--- src/rtl/ro_puf_ctrl_if.sv ---
// Handshake and data bundle between the RO PUF sequencer, the RO bank and the key/ID consumer.
// With PUF_MARGIN_EN defined the bundle also carries the per-bit instability flags.
interface ro_puf_ctrl_if #(
  parameter int N_RO   = 8,
  parameter int N_BITS = 4,
  parameter int CNT_W  = 16,
  parameter int WIN_W  = 16
);
  localparam int SEL_W = $clog2(N_RO);

  logic                      i_start;
  logic [N_BITS*2*SEL_W-1:0] i_challenge;
  logic [WIN_W-1:0]          i_win;
  logic [N_RO-1:0]           i_ro_tick;
  logic                      i_ready;
  logic [N_RO-1:0]           o_ro_en;
  logic                      o_busy;
  logic                      o_valid;
  logic [N_BITS-1:0]         o_response;
  logic [CNT_W-1:0]          o_cnt_a;
  logic [CNT_W-1:0]          o_cnt_b;
  logic                      o_err;
`ifdef PUF_MARGIN_EN
  logic [N_BITS-1:0]         o_unstable;
`endif

  modport master (
    output i_start, i_challenge, i_win, i_ro_tick, i_ready,
    input  o_ro_en, o_busy, o_valid, o_response, o_cnt_a, o_cnt_b, o_err
`ifdef PUF_MARGIN_EN
    , input o_unstable
`endif
  );

  modport slave (
    input  i_start, i_challenge, i_win, i_ro_tick, i_ready,
    output o_ro_en, o_busy, o_valid, o_response, o_cnt_a, o_cnt_b, o_err
`ifdef PUF_MARGIN_EN
    , output o_unstable
`endif
  );
endinterface

--- src/rtl/ro_puf_ctrl.sv ---
// Ring-oscillator PUF sequencer: measures N_BITS RO pairs over a window and packs (cntA > cntB) bits.
// Optional PUF_MARGIN_EN adds MARGIN and flags pairs whose counts differ by less than MARGIN.
//
// state   | meaning
// IDLE    | waiting for start; captures challenge and window
// LOAD    | pair enabled, counters cleared, ticks ignored (settle)
// MEASURE | window down-counter running, counting A and B ticks
// COMPARE | result bit and debug counts registered, ROs disabled
// DONE    | response valid, held until accepted
module ro_puf_ctrl #(
  parameter int N_RO   = 8,
  parameter int N_BITS = 4,
  parameter int CNT_W  = 16,
  parameter int WIN_W  = 16
`ifdef PUF_MARGIN_EN
  , parameter int MARGIN = 4
`endif
) (
  input logic          clk,
  input logic          rst_n,
  ro_puf_ctrl_if.slave bus
);
  localparam int SEL_W = $clog2(N_RO);
  localparam int CH_W  = N_BITS * 2 * SEL_W;
  localparam int K_W   = (N_BITS > 1) ? $clog2(N_BITS) : 1;
  localparam logic [CNT_W-1:0] CNT_MAX = '1;

  typedef enum logic [2:0] {IDLE, LOAD, MEASURE, COMPARE, DONE} state_t;

  state_t            state;
  logic [CH_W-1:0]   chal;
  logic [WIN_W-1:0]  win;
  logic [WIN_W-1:0]  win_cnt;
  logic [K_W-1:0]    pair;
  logic [CNT_W-1:0]  cnt_a;
  logic [CNT_W-1:0]  cnt_b;
  logic [N_RO-1:0]   ro_en;
  logic              busy;
  logic              valid;
  logic              err;
  logic [N_BITS-1:0] response;
  logic [CNT_W-1:0]  last_a;
  logic [CNT_W-1:0]  last_b;
  logic              req_bad;
  logic [SEL_W-1:0]  sel_a;
  logic [SEL_W-1:0]  sel_b;

  function automatic logic [SEL_W-1:0] sel_of(input logic [CH_W-1:0] ch, input int k, input int hi);
    return ch[k*2*SEL_W + hi*SEL_W +: SEL_W];
  endfunction

  function automatic logic bad_sel(input logic [SEL_W-1:0] s);
    return {1'b0, s} >= (SEL_W+1)'(N_RO);
  endfunction

  function automatic logic [N_RO-1:0] pair_en(input logic [CH_W-1:0] ch, input int k);
    logic [N_RO-1:0] en;
    en = '0;
    en[sel_of(ch, k, 0)] = 1'b1;
    en[sel_of(ch, k, 1)] = 1'b1;
    return en;
  endfunction

  always_comb begin
    req_bad = (bus.i_win == '0);
    for (int k = 0; k < N_BITS; k++) begin
      if (sel_of(bus.i_challenge, k, 0) == sel_of(bus.i_challenge, k, 1) ||
          bad_sel(sel_of(bus.i_challenge, k, 0)) || bad_sel(sel_of(bus.i_challenge, k, 1)))
        req_bad = 1'b1;
    end
  end

  assign sel_a = sel_of(chal, int'(pair), 0);
  assign sel_b = sel_of(chal, int'(pair), 1);

`ifdef PUF_MARGIN_EN
  logic [N_BITS-1:0] unstable;
  logic [CNT_W-1:0]  diff;
  assign diff = (cnt_a > cnt_b) ? (cnt_a - cnt_b) : (cnt_b - cnt_a);
  assign bus.o_unstable = unstable;
`endif

  always_ff @(posedge clk or negedge rst_n) begin
    if (!rst_n) begin
      state    <= IDLE;
      chal     <= '0;
      win      <= '0;
      win_cnt  <= '0;
      pair     <= '0;
      cnt_a    <= '0;
      cnt_b    <= '0;
      ro_en    <= '0;
      busy     <= 1'b0;
      valid    <= 1'b0;
      err      <= 1'b0;
      response <= '0;
      last_a   <= '0;
      last_b   <= '0;
`ifdef PUF_MARGIN_EN
      unstable <= '0;
`endif
    end else begin
      case (state)
        IDLE: begin
          if (bus.i_start) begin
            chal     <= bus.i_challenge;
            win      <= bus.i_win;
            pair     <= '0;
            response <= '0;
`ifdef PUF_MARGIN_EN
            unstable <= '0;
`endif
            busy     <= 1'b1;
            err      <= req_bad;
            if (req_bad) begin
              state <= DONE;
            end else begin
              ro_en <= pair_en(bus.i_challenge, 0);
              state <= LOAD;
            end
          end
        end
        LOAD: begin
          cnt_a   <= '0;
          cnt_b   <= '0;
          win_cnt <= win;
          state   <= MEASURE;
        end
        MEASURE: begin
          if (bus.i_ro_tick[sel_a] && cnt_a != CNT_MAX) cnt_a <= cnt_a + 1'b1;
          if (bus.i_ro_tick[sel_b] && cnt_b != CNT_MAX) cnt_b <= cnt_b + 1'b1;
          win_cnt <= win_cnt - 1'b1;
          if (win_cnt == WIN_W'(1)) begin
            ro_en <= '0;
            state <= COMPARE;
          end
        end
        COMPARE: begin
          response[pair] <= (cnt_a > cnt_b);
`ifdef PUF_MARGIN_EN
          unstable[pair] <= (diff < CNT_W'(MARGIN));
`endif
          last_a <= cnt_a;
          last_b <= cnt_b;
          if (pair == K_W'(N_BITS - 1)) begin
            state <= DONE;
          end else begin
            pair  <= pair + 1'b1;
            ro_en <= pair_en(chal, int'(pair) + 1);
            state <= LOAD;
          end
        end
        DONE: begin
          // valid rises one cycle after entry, so both paths share the same handshake timing
          if (!valid) begin
            valid <= 1'b1;
          end else if (bus.i_ready) begin
            valid <= 1'b0;
            busy  <= 1'b0;
            state <= IDLE;
          end
        end
        default: state <= IDLE;
      endcase
    end
  end

  assign bus.o_ro_en    = ro_en;
  assign bus.o_busy     = busy;
  assign bus.o_valid    = valid;
  assign bus.o_err      = err;
  assign bus.o_response = response;
  assign bus.o_cnt_a    = last_a;
  assign bus.o_cnt_b    = last_b;
endmodule

--- src/flat_wrapper.sv ---
// flat-port wrapper written by rule: the top's interface ports become plain ports
module ro_puf_ctrl_flat 
#(
  parameter int N_RO   = 8,
  parameter int N_BITS = 4,
  parameter int CNT_W  = 16,
  parameter int WIN_W  = 16

)
  (clk, rst_n, bus_i_start, bus_i_challenge, bus_i_win, bus_i_ro_tick, bus_i_ready, bus_o_ro_en, bus_o_busy, bus_o_valid, bus_o_response, bus_o_cnt_a, bus_o_cnt_b, bus_o_err);
  ro_puf_ctrl_if #(.N_RO(N_RO), .N_BITS(N_BITS), .CNT_W(CNT_W), .WIN_W(WIN_W)) bus_i ();
  input logic clk;
  input logic rst_n;
  input wire logic [$bits(bus_i.i_start)-1:0] bus_i_start;
  input wire logic [$bits(bus_i.i_challenge)-1:0] bus_i_challenge;
  input wire logic [$bits(bus_i.i_win)-1:0] bus_i_win;
  input wire logic [$bits(bus_i.i_ro_tick)-1:0] bus_i_ro_tick;
  input wire logic [$bits(bus_i.i_ready)-1:0] bus_i_ready;
  output wire logic [$bits(bus_i.o_ro_en)-1:0] bus_o_ro_en;
  output wire logic [$bits(bus_i.o_busy)-1:0] bus_o_busy;
  output wire logic [$bits(bus_i.o_valid)-1:0] bus_o_valid;
  output wire logic [$bits(bus_i.o_response)-1:0] bus_o_response;
  output wire logic [$bits(bus_i.o_cnt_a)-1:0] bus_o_cnt_a;
  output wire logic [$bits(bus_i.o_cnt_b)-1:0] bus_o_cnt_b;
  output wire logic [$bits(bus_i.o_err)-1:0] bus_o_err;
  assign bus_i.i_start = bus_i_start;
  assign bus_i.i_challenge = bus_i_challenge;
  assign bus_i.i_win = bus_i_win;
  assign bus_i.i_ro_tick = bus_i_ro_tick;
  assign bus_i.i_ready = bus_i_ready;
  assign bus_o_ro_en = bus_i.o_ro_en;
  assign bus_o_busy = bus_i.o_busy;
  assign bus_o_valid = bus_i.o_valid;
  assign bus_o_response = bus_i.o_response;
  assign bus_o_cnt_a = bus_i.o_cnt_a;
  assign bus_o_cnt_b = bus_i.o_cnt_b;
  assign bus_o_err = bus_i.o_err;
  ro_puf_ctrl #(.N_RO(N_RO), .N_BITS(N_BITS), .CNT_W(CNT_W), .WIN_W(WIN_W)) u_core (.clk(clk), .rst_n(rst_n), .bus(bus_i));
endmodule
--- config.mk ---
export PLATFORM = sky130hd
export DESIGN_NAME = ro_puf_ctrl_flat
export DESIGN_NICKNAME = d
export VERILOG_FILES = /design/src/rtl/ro_puf_ctrl_if.sv /design/src/rtl/ro_puf_ctrl.sv /design/src/flat_wrapper.sv
export SDC_FILE = /design/constraint.sdc
export NUM_CORES = 1
export LEC_CHECK = 0
export CAP_MARGIN = 15
export CORE_AREA = 4 4 125 127
export DETAILED_ROUTE_END_ITERATION = 10
export DIE_AREA = 0 0 129 131
export PLACE_DENSITY_LB_ADDON = 0.1
export SYNTH_ARGS = -nofsm -noshare
export SYNTH_HDL_FRONTEND = slang
export SYNTH_SLANG_ARGS = --single-unit
--- constraint.sdc ---
create_clock -name clk -period 3.8 [get_ports clk]
set_input_delay 0.76 -clock clk [delete_from_list [all_inputs] [get_ports clk]]
set_output_delay 0.76 -clock clk [all_outputs]
set_load 0.01 [all_outputs]
Yosys cells after proc, flatten, opt, wreduce, memory -nomap -nowiden --
Cells that the tools add are included.
Operators by class: add/sub/neg operators 7, multipliers 2, $lt $le $gt $ge 13, eq/ne operators 20, shift-type cells 4, muxes and demuxes 47, bitwise operators 2, reductions and logical operators 21
Operator list (number):
- 24-bit by 32-bit variable part select with 3-bit output | 4
- 16-bit case mux with 2 select lines | 3
- 32-bit by 3-bit adder with 32-bit output, second input constant | 2
- 16-bit by 1-bit adder with 16-bit output, second input constant | 2
- 16-bit 2-to-1 mux | 2
- 8-bit 2-to-1 mux | 4
- 16-bit inequality test, second input constant | 2
- 31-bit by 3-bit multiplier with 31-bit output, second input constant | 1
- 3-bit by 4-bit < comparator with 1-bit output, second input constant | 6
- 8-bit case mux with 3 select lines | 1
- 3-bit 2-to-1 mux | 6
- 16-bit by 1-bit == test with 1-bit output, second input constant | 1
- 16-bit > comparator | 1
- 16-bit zero test | 1
- 1-bit 2-to-1 mux | 16
- 8-bit bitwise OR | 2
- 16-bit by 1-bit subtractor with 16-bit output, second input constant | 1
- 3-bit case mux with 5 select lines | 1
- 1-bit demux with 3-bit select | 4
- 3-bit == test | 4
- 3-bit by 1-bit >= comparator with 1-bit output, second input constant | 4
- 2-bit by 1-bit inequality test with 1-bit output, second input constant | 4
- 2-bit inequality test, second input constant | 4
- 4-bit case mux with 2 select lines | 1
- other kinds (24) | 39
Word-level totals: register bits after elaboration 140, input bits 52, logic and storage cells 130

Depth between registers and ports, before layout --
depth after elaboration 11, depth in mapped cells 14

Worst setup path after synthesis --
No wires, ideal clock.
path type register -> register, from reg u_core.pair[0], to reg u_core.ro_en[6], in the netlist u_core.bus.o_ro_en[6], data arrival time 3.161 ns, setup slack 0.514 ns, cell stages (with the launch flop) 15, buffers on the path 5, clock period less this slack 3.286 ns, path through dfrtp_1 buf_6 buf_4 inv_2 ha_1 buf_2 buf_2 buf_2 mux4_2 mux2i_1 a211oi_1 nor2_1 a32oi_1 o22ai_1 mux2_2
Between the ends: word-level cells in the longest chain between the ends 11
RTL lines:
- from (decl) | RTL line ro_puf_ctrl.sv:34 | logic [K_W-1:0] pair;
- from (signal assigned) | RTL line ro_puf_ctrl.sv:148 | pair <= pair + 1'b1;
- 2-bit by 1-bit adder with 3-bit output | RTL line ro_puf_ctrl.sv:149 | ro_en <= pair_en(chal, int'(pair) + 1);
- 31-bit by 3-bit multiplier with 31-bit output | RTL line ro_puf_ctrl.sv:49 | return ch[k*2*SEL_W + hi*SEL_W +: SEL_W];
- 32-bit by 3-bit adder with 32-bit output | RTL line ro_puf_ctrl.sv:49
- 24-bit by 32-bit variable part select with 3-bit output | RTL line ro_puf_ctrl.sv:49
- 3-bit by 4-bit < comparator with 1-bit output (implied by the code) / 3-bit by 1-bit >= comparator with 1-bit output (equally long branches) | RTL line ro_puf_ctrl.sv:60 | en[sel_of(ch, k, 1)] = 1'b1;
- 1-bit logical AND (implied by the code) | RTL line ro_puf_ctrl.sv:60
- 1-bit 2-to-1 mux (implied by the code) | RTL line ro_puf_ctrl.sv:60
- 1-bit demux with 3-bit select
- 8-bit bitwise OR (no source line)
- 8-bit 2-to-1 mux | RTL line ro_puf_ctrl.sv:145 | if (pair == K_W'(N_BITS - 1)) begin
- 8-bit case mux with 3 select lines | RTL line ro_puf_ctrl.sv:103 | case (state)
- to (signal assigned) | RTL line ro_puf_ctrl.sv:118 | ro_en <= pair_en(bus.i_challenge, 0);
- to (signal assigned) | RTL line ro_puf_ctrl.sv:149
- to (decl) | RTL line ro_puf_ctrl.sv:37 | logic [N_RO-1:0] ro_en;
Several ways; a longest one is shown, not always the timed one. The select of a mux whose other input is x is not followed. A chain may end at the register's enable or synchronous reset.

Worst setup path after layout --
from reg u_core.pair[0], to reg u_core.cnt_b[13]
Between the ends: word-level cells in the longest chain between the ends 8
RTL lines:
- 2-bit by 2-bit multiplier with 4-bit output | RTL line ro_puf_ctrl.sv:49
- 32-bit by 3-bit adder with 32-bit output | RTL line ro_puf_ctrl.sv:49
- 24-bit by 32-bit variable part select with 3-bit output | RTL line ro_puf_ctrl.sv:49
- 1-bit binary-select mux with 3-bit select | RTL line ro_puf_ctrl.sv:131 | if (bus.i_ro_tick[sel_b] && cnt_b != CNT_MAX) cnt_b <= cnt_b + 1'b1;
- 1-bit 2-to-1 mux (implied by the code) | RTL line ro_puf_ctrl.sv:131
- 1-bit logical AND | RTL line ro_puf_ctrl.sv:131
- 2-bit by 1-bit inequality test with 1-bit output (no source line)
- 2-bit AND reduction (no source line)
- to (signal assigned) | RTL line ro_puf_ctrl.sv:131
- to (decl) | RTL line ro_puf_ctrl.sv:36 | logic [CNT_W-1:0] cnt_b;
Every way passes these cells. The select of a mux whose other input is x is not followed.

==> impl_results.md <==
- HPWL after DPL: 15400 microns
- Layout overhead on the synthesized area: 22.3%
- Die H: 131 microns
- Core box area: 14400 sq um
- Maximum clock path buffer count: 2
- Drt total wl: 21200 microns
- Hold Crit Class: input port to async pin
- WS Path Type: register to register
- Static leakage: 0.00416 uW
- Worst setup path start: u_core.pair[0]
- Root Driver: clkbuf_16
- Total of max-cap violations: 0
- CTS Buf Count: 17
- Die Area: around 17000 sq um
- Asr flop ratio synth: 100%
- Setup TNS Final: 0 ns
- CTS Hold Buffers Added: 0
- Utilization after layout: approximately two thirds
- Synth top area share: 43.4%
- Clk_skew: roughly 0.0085 ns
- Worst-Margin Slew: 1.02 ns
- Global Route Usage Sum: 25.9%
- Primary FF master, synth: dfrtp_1
- Synth Net Count: 904
- Number of remaining DRC errors: 0
- CP endpoint kind: register
- F_max: 286 MHz
- Io pins: approximately 100
- DP Area: 9220 sq um
- Final Hold Violating Endpoints: 0
- Count of cell types in the netlist: 61
- Switching Share: 40.8%
- Reg power frac: 30.2%
- Status: finished, final reports clean
- Antenna fix cells: 0
- Required @ worst endpoint: ~4.1 ns
- Clock Sink Count: 140
- Cells after synthesis: between 800 and 900
- EDFF count, synth: 0
- Warnings from Yosys: 0
- Largest net degree at the start of global routing: 127
- Vias: 7009
- R2r worst-path depth: 9
- Combinational Power Share: 50.7%
- Routed vias/inst: 6.31
- CTS tree: yes
- Initial Util: 56.0%
- Worst reg2reg setup slack: slightly below 0.3 ns
- Final Net Count: around 990
- Sequential area share after synthesis: between 40% and 50%
- Synth Register Bits: 140
- Clk pwr share: 19.1%
- Cell area after layout: 9880 sq um
- Synth area leaders: dfrtp_1 43%, mux2_2 7.9%, nand2_1 5.4%, ha_1 4.3%, mux2i_1 3.5%
- VDD IR-drop max: ~460 uV
- Reg2reg end: u_core.cnt_b[13]
- RSZ-0062 raised after global routing: false
- DRT Pass-1 Iters: 5
- WP data arrival: between 3 and 4 ns
- # rows: 44
- Period utilization: 92.2%
- Share of cells above drive strength 1: 13.6%
- Clk_lat worst skew: ~0.42 ns
- H-tree depth: 4
- Most common cell in the netlist: dfrtp_1
- Psw: 3600 uW
- Synth area leader: dfrtp_1
- Drt initial violations: 741
- Final Max Slew Viols: 0
- Post-synthesis area per instance: 9.81 sq um
- PwrDens: 892 nW/um^2
- Synth top cells by count: 140 x dfrtp_1, 117 x nand2_1, 57 x mux2_2
- Worst-path fanout max: 14
- Number of buffers inserted by port buffering: 98
- # fillers: 1129
- Worst R2R Start: u_core.pair[0]
- Reg clk slew, reported paths: ~0.060 ns
- Die X: 129 microns
- First-pass GRT wire length: 34500 microns
- Worst rel slew slack: 32.3%
- Setup-failing EPs final: 0
- Final min period: 3.50 ns
- Initial antenna violation count: 0
- Post-route ant nets: 0
- Startpoint Class: register
- Vias in the first global route: approximately 7000
- Gpl congestion: 0.918
- DR WL/cell: 19.1 microns
- Grt ovf: 0
- P_int: 5220 uW
- Mapped Area: 8080 sq um
-- power by group through the flow --
stage	clock network, uW	logic [uW]	registers (uW)
2_1_floorplan	0	3070	2540
3_3_place_gp	0	4220	2640
3_5_place_dp	0	4370	2660
4_1_cts	1710	4400	2650
5_1_grt	1770	4880	2740
6_report	1690	4470	2660
-- cell type report --
| type | instances | area (sq um) | area share [%] |
|---|---|---|---|
| Multi-Input combinational cell | 607 | 4290 | 43.4 |
| Sequential cell | 140 | 3500 | 35.5 |
| Timing Repair Buffer | 111 | 1130 | 11.5 |
| Clock buffer | 21 | 450 | 4.56 |
| Tap cell | 184 | 230 | 2.33 |
| Clock inverter | 11 | 141 | 1.43 |
| Inverter | 36 | 135 | 1.37 |
-- repair_timing --
action	CTS	global route
resized for setup	0	2
setup endpoints to repair	0	10
setup buffers	0	0
hold endpoints to repair	0	0
-- through the flow --
| step | power (uW) | cells | setup slack [ns] | hold slack [ns] |
|---|---|---|---|---|
| after CTS | 8760 | 1108 | 0.118 | 0.477 |
| final | 8810 | 1110 | 0.298 | 0.218 |
| after global routing | 9390 | 1110 | 0.0713 | 0.236 |
| after detailed placement | 7030 | 1076 | 0.112 | 0.463 |
| after floorplan | 5620 | 824 | 0.514 | 0.450 |
| after global placement | 6860 | 1076 | 0.372 | 0.461 |
-- layout by cell type (no fill, tap or decap), drive strengths merged, types with 11 or more instances in the layout --
cell type	count
mux2	57
buf	14
nor2	47
nor4	13
a21oi	26
mux2i	28
nand2	117
clkdlybuf4s50	97
o21ai	45
or4	11
a31oi	12
mux4	12
nand3	36
clkbuf	21
a2bb2oi	11
ha	28
dfrtp	140
nand4	12
nor3	15
inv	37
-- worst max-delay path by stage --
stage / end / slack [ns] / cells past startpoint
after global placement: u_core.cnt_b[15] / 0.37 / 9
after CTS: u_core.cnt_b[13] / 0.12 / 9
final: u_core.cnt_b[13] / 0.30 / 9
after detailed placement: u_core.cnt_b[6] / 0.11 / 9
after floorplan: u_core.bus.o_ro_en[6] / 0.51 / 14
after global routing: u_core.cnt_b[14] / 0.07 / 9
-- per-layer routing --
layer | vias to the layer above | track usage, % | wire [microns]
li1 | 3239 | - | -
met1 | 3446 | 31.9 | 8830
met2 | 271 | 44.9 | 10600
met3 | 53 | 4.59 | 1130
met4 | 0 | 11.0 | 641
met5 | - | 0 | 0
-- state kept, by name, summed over array words and instances, names as in the netlist --
| register | flops |
|---|---|
| u_core.bus.o_valid | 1 |
| u_core.win_cnt | 16 |
| u_core.pair | 2 |
| u_core.bus.o_busy | 1 |
| u_core.cnt_b | 16 |
| u_core.win | 16 |
| u_core.chal | 24 |
| u_core.bus.o_cnt_a | 16 |
| u_core.state | 3 |
| u_core.bus.o_cnt_b | 16 |
| u_core.bus.o_err | 1 |
| u_core.bus.o_ro_en | 8 |
| u_core.cnt_a | 16 |
| u_core.bus.o_response | 4 |
-- kinds of logic (layout without fill, tap and decap cells) --
| group | after synthesis | in the layout | share of synthesized area (%) |
|---|---|---|---|
| buffers and inverters | 77 | 179 | 3.81 |
| xor gates and xnor gates | 16 | 16 | 1.73 |
| DFF | 140 | 140 | 43.4 |
| AOI/OAI and AO/OA | 180 | 180 | 15.4 |
| muxes | 97 | 97 | 14.8 |
| adders and majority gates | 28 | 28 | 4.34 |
| and+or+nand+nor | 286 | 286 | 16.6 |
-- worst max-delay path, stage by stage, from the launching register on --
cell and delay, ns:
dfrtp_1 0.50, inv_2 0.18, ha_2 0.54, mux2i_1 0.27
o32ai_2 0.15, or2_2 0.32, a2111o_1 0.44, and3_1 0.33
a21oi_2 0.44, a2bb2oi_1 0.23
Power figures use the tool's default switching activity.
